### src/rtl/spi_pingpong_ctrl_pkg.sv
// rtl/spi_pingpong_ctrl_pkg.sv - shared types and constants for the SPI ping-pong write sequencer
package spi_pp_pkg;

  typedef enum logic [2:0] {
    IDLE = 3'd0,
    HI   = 3'd1,
    LO   = 3'd2,
    DONE = 3'd3,
    SWAP = 3'd4
  } state_e;

  localparam int WORD_W     = 16;
  localparam int BYTE_W     = 8;
  localparam int DEF_WORDS  = 128;
  localparam int DEF_ADDR_W = 7;

endpackage

### src/rtl/spi_pingpong_ctrl_if.sv
// rtl/spi_pingpong_ctrl_if.sv - byte input and RAM port-A write bundle of the sequencer
interface spi_pingpong_ctrl_if
  import spi_pp_pkg::*;
#(
  parameter int ADDR_W = DEF_ADDR_W
) ();

  logic              byte_received;
  logic [BYTE_W-1:0] received_data;
  logic              readya;
  logic              wea;
  logic [ADDR_W-1:0] addra;
  logic [WORD_W-1:0] dina;
  logic              finisha;

  modport master (
    input  byte_received,
    input  received_data,
    input  readya,
    output wea,
    output addra,
    output dina,
    output finisha
  );

  modport slave (
    output byte_received,
    output received_data,
    output readya,
    input  wea,
    input  addra,
    input  dina,
    input  finisha
  );

endinterface

### src/rtl/spi_pingpong_ctrl_sync_edge.sv
// rtl/spi_pingpong_ctrl_sync_edge.sv - 2-flop synchronizer with registered rise/fall pulses, idles high
module sync_edge (
  input  logic clk,
  input  logic rst_n,
  input  logic d,
  output logic level,
  output logic rise,
  output logic fall
);

  logic s1_q, s1_d;
  logic s2_q, s2_d;
  logic s3_q, s3_d;
  logic rise_q, rise_d;
  logic fall_q, fall_d;

  always_comb begin
    s1_d   = d;
    s2_d   = s1_q;
    s3_d   = s2_q;
    rise_d = s2_q & ~s3_q;
    fall_d = ~s2_q & s3_q;
  end

  always_ff @(posedge clk or negedge rst_n) begin
    if (!rst_n) begin
      s1_q   <= 1'b1;
      s2_q   <= 1'b1;
      s3_q   <= 1'b1;
      rise_q <= 1'b0;
      fall_q <= 1'b0;
    end else begin
      s1_q   <= s1_d;
      s2_q   <= s2_d;
      s3_q   <= s3_d;
      rise_q <= rise_d;
      fall_q <= fall_d;
    end
  end

  // level is taken one flop late so it changes in the same cycle as the pulse
  assign level = s3_q;
  assign rise  = rise_q;
  assign fall  = fall_q;

endmodule

### src/rtl/spi_pingpong_ctrl.sv
// rtl/spi_pingpong_ctrl.sv - packs SPI bytes MSB-first into 16-bit words and fills ping-pong RAM banks
module spi_pingpong_ctrl
  import spi_pp_pkg::*;
#(
  parameter int WORDS         = DEF_WORDS,
  parameter int ADDR_W        = DEF_ADDR_W,
  parameter bit FLUSH_ON_SSEL = 1'b1
) (
  input  logic                clk,
  input  logic                rst_n,
  input  logic                ssel,
  spi_pingpong_ctrl_if.master bus,
  output logic [ADDR_W:0]     fill_level,
  output logic                overflow,
  output logic [7:0]          drop_cnt
);

  localparam logic [ADDR_W:0] LAST = (ADDR_W+1)'(WORDS - 1);

  logic ssel_lvl, frame_start, frame_end;
  logic in_frame, byte_v;

  state_e            state_q, state_d;
  logic [BYTE_W-1:0] hi_q, hi_d;
  logic [ADDR_W:0]   fill_q, fill_d;
  logic              wea_q, wea_d;
  logic [ADDR_W-1:0] addra_q, addra_d;
  logic [WORD_W-1:0] dina_q, dina_d;
  logic              fin_q, fin_d;
  logic              ovf_q, ovf_d;
  logic [7:0]        drop_q, drop_d;
  logic              swap1_q, swap1_d;

  sync_edge u_ssel_sync (
    .clk   (clk),
    .rst_n (rst_n),
    .d     (ssel),
    .level (ssel_lvl),
    .rise  (frame_end),
    .fall  (frame_start)
  );

  assign in_frame = ~ssel_lvl;
  // a byte landing with the deselect edge still belongs to the frame
  assign byte_v   = bus.byte_received & (in_frame | frame_end);

  always_comb begin
    state_d = state_q;
    hi_d    = hi_q;
    fill_d  = fill_q;
    wea_d   = 1'b0;
    addra_d = addra_q;
    dina_d  = dina_q;
    fin_d   = 1'b0;
    ovf_d   = ovf_q;
    drop_d  = drop_q;
    swap1_d = 1'b0;

    case (state_q)
      IDLE: begin
        if (frame_start) begin
          if (bus.readya) begin
            state_d = HI;
          end else begin
            state_d = SWAP;
            swap1_d = 1'b1;
          end
        end
      end
      HI: begin
        if (byte_v) begin
          hi_d    = bus.received_data;
          state_d = LO;
        end
        if (frame_end) begin
          state_d = (FLUSH_ON_SSEL && fill_q != '0) ? DONE : IDLE;
        end
      end
      LO: begin
        if (byte_v) begin
          wea_d   = 1'b1;
          addra_d = fill_q[ADDR_W-1:0];
          dina_d  = {hi_q, bus.received_data};
          fill_d  = fill_q + 1'b1;
          state_d = (fill_q == LAST) ? DONE : HI;
        end
        // a full bank and a frame end together collapse into one DONE
        if (frame_end && state_d != DONE) begin
          state_d = (FLUSH_ON_SSEL && fill_d != '0) ? DONE : IDLE;
        end
      end
      DONE: begin
        fin_d   = 1'b1;
        fill_d  = '0;
        state_d = SWAP;
        swap1_d = 1'b1;
      end
      SWAP: begin
        // readya may still show the bank we just finished, so skip one cycle
        if (!swap1_q && bus.readya) begin
          state_d = in_frame ? HI : IDLE;
        end
      end
      default: state_d = IDLE;
    endcase

    if (byte_v && (state_q == DONE || state_q == SWAP)) begin
      ovf_d = 1'b1;
      if (drop_q != 8'hFF) begin
        drop_d = drop_q + 8'd1;
      end
    end
  end

  always_ff @(posedge clk or negedge rst_n) begin
    if (!rst_n) begin
      state_q <= IDLE;
      hi_q    <= '0;
      fill_q  <= '0;
      wea_q   <= 1'b0;
      addra_q <= '0;
      dina_q  <= '0;
      fin_q   <= 1'b0;
      ovf_q   <= 1'b0;
      drop_q  <= '0;
      swap1_q <= 1'b0;
    end else begin
      state_q <= state_d;
      hi_q    <= hi_d;
      fill_q  <= fill_d;
      wea_q   <= wea_d;
      addra_q <= addra_d;
      dina_q  <= dina_d;
      fin_q   <= fin_d;
      ovf_q   <= ovf_d;
      drop_q  <= drop_d;
      swap1_q <= swap1_d;
    end
  end

  assign bus.wea     = wea_q;
  assign bus.addra   = addra_q;
  assign bus.dina    = dina_q;
  assign bus.finisha = fin_q;
  assign fill_level  = fill_q;
  assign overflow    = ovf_q;
  assign drop_cnt    = drop_q;

endmodule

### src/flat_wrapper.sv
// flat-port wrapper written by rule: the top's interface ports become plain ports
module spi_pingpong_ctrl_flat import spi_pp_pkg::*;
#(
  parameter int WORDS         = DEF_WORDS,
  parameter int ADDR_W        = DEF_ADDR_W,
  parameter bit FLUSH_ON_SSEL = 1'b1
)
  (clk, rst_n, ssel, fill_level, overflow, drop_cnt, bus_byte_received, bus_received_data, bus_readya, bus_wea, bus_addra, bus_dina, bus_finisha);
  spi_pingpong_ctrl_if #(.ADDR_W(ADDR_W)) bus_i ();
  input  logic clk;
  input  logic rst_n;
  input  logic ssel;
  output logic [ADDR_W:0] fill_level;
  output logic overflow;
  output logic [7:0] drop_cnt;
  input wire logic [$bits(bus_i.byte_received)-1:0] bus_byte_received;
  input wire logic [$bits(bus_i.received_data)-1:0] bus_received_data;
  input wire logic [$bits(bus_i.readya)-1:0] bus_readya;
  output wire logic [$bits(bus_i.wea)-1:0] bus_wea;
  output wire logic [$bits(bus_i.addra)-1:0] bus_addra;
  output wire logic [$bits(bus_i.dina)-1:0] bus_dina;
  output wire logic [$bits(bus_i.finisha)-1:0] bus_finisha;
  assign bus_i.byte_received = bus_byte_received;
  assign bus_i.received_data = bus_received_data;
  assign bus_i.readya = bus_readya;
  assign bus_wea = bus_i.wea;
  assign bus_addra = bus_i.addra;
  assign bus_dina = bus_i.dina;
  assign bus_finisha = bus_i.finisha;
  spi_pingpong_ctrl #(.WORDS(WORDS), .ADDR_W(ADDR_W), .FLUSH_ON_SSEL(FLUSH_ON_SSEL)) u_core (.clk(clk), .rst_n(rst_n), .ssel(ssel), .bus(bus_i), .fill_level(fill_level), .overflow(overflow), .drop_cnt(drop_cnt));
endmodule
### config.mk
export PLATFORM = sky130hd
export DESIGN_NAME = spi_pingpong_ctrl_flat
export DESIGN_NICKNAME = d
export VERILOG_FILES = /design/src/rtl/spi_pingpong_ctrl_pkg.sv /design/src/rtl/spi_pingpong_ctrl_if.sv /design/src/rtl/spi_pingpong_ctrl_sync_edge.sv /design/src/rtl/spi_pingpong_ctrl.sv /design/src/flat_wrapper.sv
export SDC_FILE = /design/constraint.sdc
export NUM_CORES = 1
export LEC_CHECK = 0
export BUFFER_PORTS_ARGS = -buffer_cell sky130_fd_sc_hd__buf_2
export CORE_AREA = 2 2 84 86
export DETAILED_ROUTE_END_ITERATION = 7
export DIE_AREA = 0 0 86 88
export SLEW_MARGIN = 20
export SYNTH_ARGS = -nofsm -noshare
export SYNTH_HDL_FRONTEND = slang
export SYNTH_HIERARCHICAL = 1
export SYNTH_SLANG_ARGS = --single-unit
### constraint.sdc
create_clock -name clk -period 2.1 [get_ports clk]
set_input_delay 0.315 -clock clk [delete_from_list [all_inputs] [get_ports clk]]
set_output_delay 0.315 -clock clk [all_outputs]
set_load 0.02 [all_outputs]
==> impl_metrics.ini, run 1 <==
[clock_network]
worstSkewPairLatency_ns = 0.33
cts_tree = built
cts_root_buffer = sky130_fd_sc_hd__clkbuf_8
worst_setup_hold_path_clk_slew_ns = 0.07
cts_setup_buffers = 0
cts-buffers-inserted = 9
clock_sinks = 59
cts_buffer_depth = 2
h-tree-depth = 3

[worst_setup_path]
worst_setup_path_startpoint = u_core/fill_level[0]
critical_path_class = reg -> reg
timing.critical_path.from_type = flip-flop
crit_arrival_ns = 2.20
setup.worst_path.end_class = flip-flop
timing.critical_path.fanout_max = 12
worstPathRequired_ns = 2.34
rr_startpoint = u_core/fill_level[0]

[yosys]
synth.yosys.seq_area_share_pct = 54.6
postSynthAreaPerCell_um2 = 11.8
synth.lib_cells_used.distinct = 48
synth.yosys.warnings = 6
synth_ff_type = sky130_fd_sc_hd__dfrtp_1
netlist_instances = 229
netlist_area_um2 = 2710
ys_ff_latch = 59
postSynthNetCount = 245
synth-edff-count = 0
synth-async-reset-ratio_pct = 100

[placed_design]
dp.cells = 355
port_buffers = 54
place_congestion = 0.803
detailedPlacementHpwl_um = 3690
post-place-ws_ns = 0.0964

[sta]
final.setup.tns_ns = 0
slew_at_the_pin_with_the_worst_max_slew_slack_ns = 0.507
fmax_ghz = 0.511
layout_worst_path_cycle_share_pct = 93.1
drv_slew = 0
period_needed_ns = 1.96
setup_viol_count_final = 0
fin_worst_skew_ns = 0.00858
report.final.hold_viol_count = 0
postLayoutSetupSlackWorst_ns = 0.145
hold_ws_ns = 0.0821
timing.max_slew.rel_slack_pct = 66.2
rsz0062_at_grt = no

[final_layout]
most-common-layout-cells = sky130_fd_sc_hd__buf_2, sky130_fd_sc_hd__dfrtp_1, sky130_fd_sc_hd__mux2_2, sky130_fd_sc_hd__nand2_1, sky130_fd_sc_hd__o21ai_0
drive_gt1_share_pct = 40.1
syn_to_final_growth_pct = 20.5
antenna-diode-count = 0
design.final.nets = 303
finish.cell_count_without_fillers = 372

[detailed_routing]
dr_total_vias = 1898
ant_nets = 0
route.detailed.vias_per_inst = 5.10
drc = 0
route.detailed.wl_per_inst_um = 14.0
drtIter0Drc = 57
dr.pass1.iters = 4
route.final.wire_length_um = 5220

[grt]
grt_antenna_before_repair = 0
groute.usage.overall_pct = 15.2
grt_max_degree = 27
global_route_total_overflow = 0
grt_pass1_vias = 1871
grt_first_pass_wirelength_um = 8830

[worst_hold_path]
worstHoldPathType = in -> reg
hold_wc_startpoint = ssel

[floorplanning]
placement_rows = 30
die_height_um = 88
initial_core_utilization_pct = 40.8
die-width_um = 86
boundaryPins = 55
die-area_um2 = 7570
coreArea_um2 = 6640

[power]
pwr_density_cell_nw_per_um2 = 1390
p_leak_nw = 1.61
peakVddDrop_uv = 616

[outcome]
result_of_the_run = completed

[job]
count_of_maximum_capacitance_violations = 0
==> logic make-up (layout without fill, tap and decap cells) <==
| kind of cell | Yosys count | in the layout | share of synthesized area (%) |
|---|---|---|---|
| compound gates | 35 | 35 | 9.14 |
| xor+xnor | 9 | 9 | 2.91 |
| fa+ha+maj | 3 | 3 | 1.39 |
| buf+inv | 18 | 81 | 3.37 |
| flops | 59 | 59 | 54.6 |
| mux | 33 | 33 | 13.6 |
| simple gates | 72 | 72 | 15.0 |
==> final cells by class <==
class	count	area, um2
clock inverters	6	63.8
fillers	611	3380
flip-flops and latches	59	1480
clock buffers	10	138
multi-input cells	152	1140
well taps	80	100
repair buffers	62	333
inverters	3	11.3
==> worst max-delay path, cell delays in order (launching register included) <==
cell                       delay, ns
sky130_fd_sc_hd__dfrtp_2        0.47
sky130_fd_sc_hd__ha_1           0.25
sky130_fd_sc_hd__and3_1         0.19
sky130_fd_sc_hd__nand3_2        0.13
sky130_fd_sc_hd__o311a_1        0.37
sky130_fd_sc_hd__o211ai_1       0.15
sky130_fd_sc_hd__nor2_1         0.10
sky130_fd_sc_hd__o211ai_1       0.20
==> path summary, 6_finish.rpt <==
kind	end	slack [ns]	cells after the start
min	u_core/u_ssel_sync/s1_q	0.08	1
max	u_core/state_q[0]	0.14	7
max in group asynchronous	u_core/u_ssel_sync/s1_q	0.88	3
min in group asynchronous	u_core/bus.addra[2]	0.49	2
max reg2reg	u_core/state_q[0]	0.14	7
min reg2reg	u_core/u_ssel_sync/s2_q	0.36	0
==> Yosys cell counts (3+ instances only) <==
master | number | area, um2
sky130_fd_sc_hd__and3_1 | 6 | 37.5
sky130_fd_sc_hd__mux2i_1 | 3 | 30.0
sky130_fd_sc_hd__mux2_1 | 5 | 56.3
sky130_fd_sc_hd__o22ai_1 | 3 | 18.8
sky130_fd_sc_hd__mux2_2 | 25 | 282
sky130_fd_sc_hd__dfstp_2 | 3 | 78.8
sky130_fd_sc_hd__nor2_1 | 11 | 41.3
sky130_fd_sc_hd__buf_2 | 4 | 20.0
sky130_fd_sc_hd__xor2_1 | 3 | 26.3
sky130_fd_sc_hd__o21ai_0 | 12 | 60.1
sky130_fd_sc_hd__or3_1 | 3 | 18.8
sky130_fd_sc_hd__a21oi_1 | 6 | 30.0
sky130_fd_sc_hd__clkbuf_1 | 7 | 26.3
sky130_fd_sc_hd__nor3_1 | 3 | 15.0
sky130_fd_sc_hd__dfrtp_1 | 56 | 1400
sky130_fd_sc_hd__ha_1 | 3 | 37.5
sky130_fd_sc_hd__inv_1 | 3 | 11.3
sky130_fd_sc_hd__a21o_1 | 3 | 22.5
sky130_fd_sc_hd__nand4_1 | 3 | 18.8
sky130_fd_sc_hd__nand2b_1 | 4 | 25.0
sky130_fd_sc_hd__nand2_1 | 20 | 75.1
sky130_fd_sc_hd__and2_1 | 4 | 25.0
sky130_fd_sc_hd__buf_4 | 3 | 22.5
sky130_fd_sc_hd__xnor2_1 | 6 | 52.6
==> sequential cells by signal (all words and copies together), names as in the netlist <==
signal                    count
u_core/u_ssel_sync/level      1
u_core/fill_level             8
u_core/u_ssel_sync/fall       1
u_core/bus.wea                1
u_core/bus.dina              16
u_core/u_ssel_sync/s2_q       1
u_core/hi_q                   8
u_core/u_ssel_sync/s1_q       1
u_core/state_q                3
u_core/u_ssel_sync/rise       1
u_core/swap1_q                1
u_core/drop_cnt               8
u_core/bus.addra              7
u_core/overflow               1
u_core/bus.finisha            1
==> repair_timing <==
item,in CTS,in global routing
setup endpoints to repair,0,2
hold buffers,1,0
endpoints found under the hold margin,20,0
gates resized for setup,0,2
==> through the flow <==
step,utilization (%),power [W],area [um2]
after global routing,49.2,0.00488,3270
after detailed placement,46.0,0.00355,3050
after floorplan,-,0.00301,2710
final,49.2,0.00455,3270
after CTS,49.1,0.00461,3260
after global placement,46.0,0.00350,3050
==> power breakdown <==
group / switching (W) / leakage, nW / internal, W / total [W]
Sequential: 0.000308 / 0.711 / 0.00153 / 0.00184
Combinational: 0.000943 / 0.799 / 0.000725 / 0.00167
Clock: 0.000459 / 0.0987 / 0.000580 / 0.00104
==> routing by layer <==
layer | up-vias | GRT usage, % | part of all wire (%)
met4 | 0 | 6.93 | 0.98
met5 | - | 0 | 0
met2 | 50 | 24.0 | 48
li1 | 926 | - | -
met1 | 917 | 19.3 | 45
met3 | 5 | 4.43 | 5.9
(Power assumes the default switching activity.)
==> inputs of run 2 (changes only) <==
- CORE_AREA: 2 2 84 86 -> 10 10 92 94
- DIE_AREA: 0 0 86 88 -> 0 0 102 104
==> run 2 against run 1 <==
- via count rose by 0.11%
- core utilization is 0.30 points lower
- critical path depth stayed put
- die area is 40% higher
- largest cell class unchanged
- highest routed layer unchanged
==> impl_metrics.ini, run 2 (synthesis gave the netlist of run 1 again) <==
[outcome]
result_of_the_run = completed

[worst_setup_path]
worstPathRequired_ns = 2.36
critical_path_class = reg -> reg
setup.worst_path.end_class = flip-flop
crit_slowest_cell = sky130_fd_sc_hd__dfrtp_1
timing.critical_path.fanout_max = 10
timing.critical_path.from_type = flip-flop
path_cells = ha_1 > and3_1 > nand3_2 > o311a_1 > o211ai_1 > nor2_1 > o211ai_1
largest_stage_delay_worst_path_ns = 0.49
crit_arrival_ns = 2.20
cpMostUsedCell = sky130_fd_sc_hd__o211ai_1

[grt]
grt_antenna_before_repair = 0
grt_pass1_vias = 1955
global_route_total_overflow = 0
groute.usage.overall_pct = 11.3
grt_first_pass_wirelength_um = 9620
grt_max_degree = 27

[sta]
setup_viol_count_final = 0
period_needed_ns = 1.93
fmax_ghz = 0.518
layout_worst_path_cycle_share_pct = 92.0
rsz0062_at_grt = no
drv_slew = 0
report.final.hold_viol_count = 0
postLayoutSetupSlackWorst_ns = 0.168
fin_worst_skew_ns = 0.00762
final.setup.tns_ns = 0
slew_at_the_pin_with_the_worst_max_slew_slack_ns = 0.489
timing.max_slew.rel_slack_pct = 67.3

[final_layout]
antenna-diode-count = 0
fin_area_um2 = 3270
design.final.nets = 303
most-common-layout-cells = sky130_fd_sc_hd__dfrtp_1, sky130_fd_sc_hd__buf_2, sky130_fd_sc_hd__mux2_2, sky130_fd_sc_hd__nand2_1, sky130_fd_sc_hd__o21ai_0
drive_gt1_share_pct = 39.4
syn_to_final_growth_pct = 20.5
mostFrequentLayoutCell = sky130_fd_sc_hd__dfrtp_1
largest_reg_flops = 16

[clock_network]
cts_setup_buffers = 0
postCtsResizedCells = 0
cts_tree = built
cts-buffers-inserted = 9
worst_setup_hold_path_clk_slew_ns = 0.07
cts_root_buffer = sky130_fd_sc_hd__clkbuf_8
clock_sinks = 59
h-tree-depth = 3
worstSkewPairLatency_ns = 0.34
cts_buffer_depth = 2

[detailed_routing]
route.final.wire_length_um = 5720
ant_nets = 0
route.detailed.wl_per_inst_um = 15.4
route.detailed.vias_per_inst = 5.11
dr.pass1.iters = 4
drc = 0
drtIter0Drc = 76
dr_total_vias = 1900

[power]
peakVddDrop_uv = 681
p_leak_nw = 1.60
pwr_density_cell_nw_per_um2 = 1390

[floorplanning]
boundaryPins = 55
die-width_um = 102
die-area_um2 = 10600
initial_core_utilization_pct = 40.6
coreArea_um2 = 6680
die_height_um = 104
placement_rows = 30

[placed_design]
place_congestion = 0.873
detailedPlacementHpwl_um = 4090
port_buffers = 54
post-place-ws_ns = 0.210
instance_area_at_placement_um2 = 3050

[worst_hold_path]
worstHoldPathType = in -> reg

[job]
count_of_maximum_capacitance_violations = 0
-- run 2: path summary, 6_finish.rpt --
| kind | startpoint | endpoint | slack (ns) | depth (start not counted) |
|---|---|---|---|---|
| worst max-delay path | u_core/fill_level[1] | u_core/state_q[0] | 0.17 | 7 |
| max in group asynchronous | rst_n | u_core/bus.addra[4] | 0.99 | 3 |
| worst min-delay path | ssel | u_core/u_ssel_sync/s1_q | 0.07 | 1 |
| worst min register to register | u_core/u_ssel_sync/s1_q | u_core/u_ssel_sync/s2_q | 0.36 | 0 |
| worst max register to register | u_core/fill_level[1] | u_core/state_q[0] | 0.17 | 7 |
| min in group asynchronous | rst_n | u_core/bus.dina[10] | 0.46 | 2 |
-- run 2: routing by layer --
metal | global-route usage (%) | wire length [um] | share of wire, %
met5 | 0 | 0 | 0
met4 | 3.93 | 65 | 1.1
met3 | 6.25 | 471 | 8.2
met2 | 17.0 | 2660 | 46
met1 | 13.2 | 2530 | 44
-- run 2: through the flow --
step                hold WS (ns)  std cells  power [W]  util (%)
finish                    0.0712        372    0.00453      48.9
global route              0.0519        372    0.00488      48.9
CTS                       0.0549        372    0.00460      48.9
detailed placement         0.314        355    0.00355      45.7
global placement           0.313        355    0.00352      45.7
floorplan                 0.0194        229    0.00301         -
-- run 2: worst max-delay path: cells and delay by family (launching register included) --
kind	cells	cell delay, ns
AOI/OAI and AO/OA	3	0.68
DFF	1	0.49
and+or+nand+nor	3	0.42
adders and majority gates	1	0.27
-- run 2: cell type report --
class,instances,area [um2]
Fill cell,630,3420
Sequential cell,59,1480
Multi-Input combinational cell,152,1140
Timing Repair Buffer,62,333
Clock buffer,9,124
Tap cell,80,100
Clock inverter,7,78.8
Inverter,3,11.3
-- run 2: what timing repair did --
item / in CTS / in global routing
setup endpoints to repair: 0 / 0
endpoints found under the hold margin: 17 / 0
hold buffers: 1 / 0
-- run 2: power by group --
group	internal (W)	switching, W
Sequential	0.00153	0.000323
Combinational	0.000705	0.000942
Clock	0.000552	0.000479
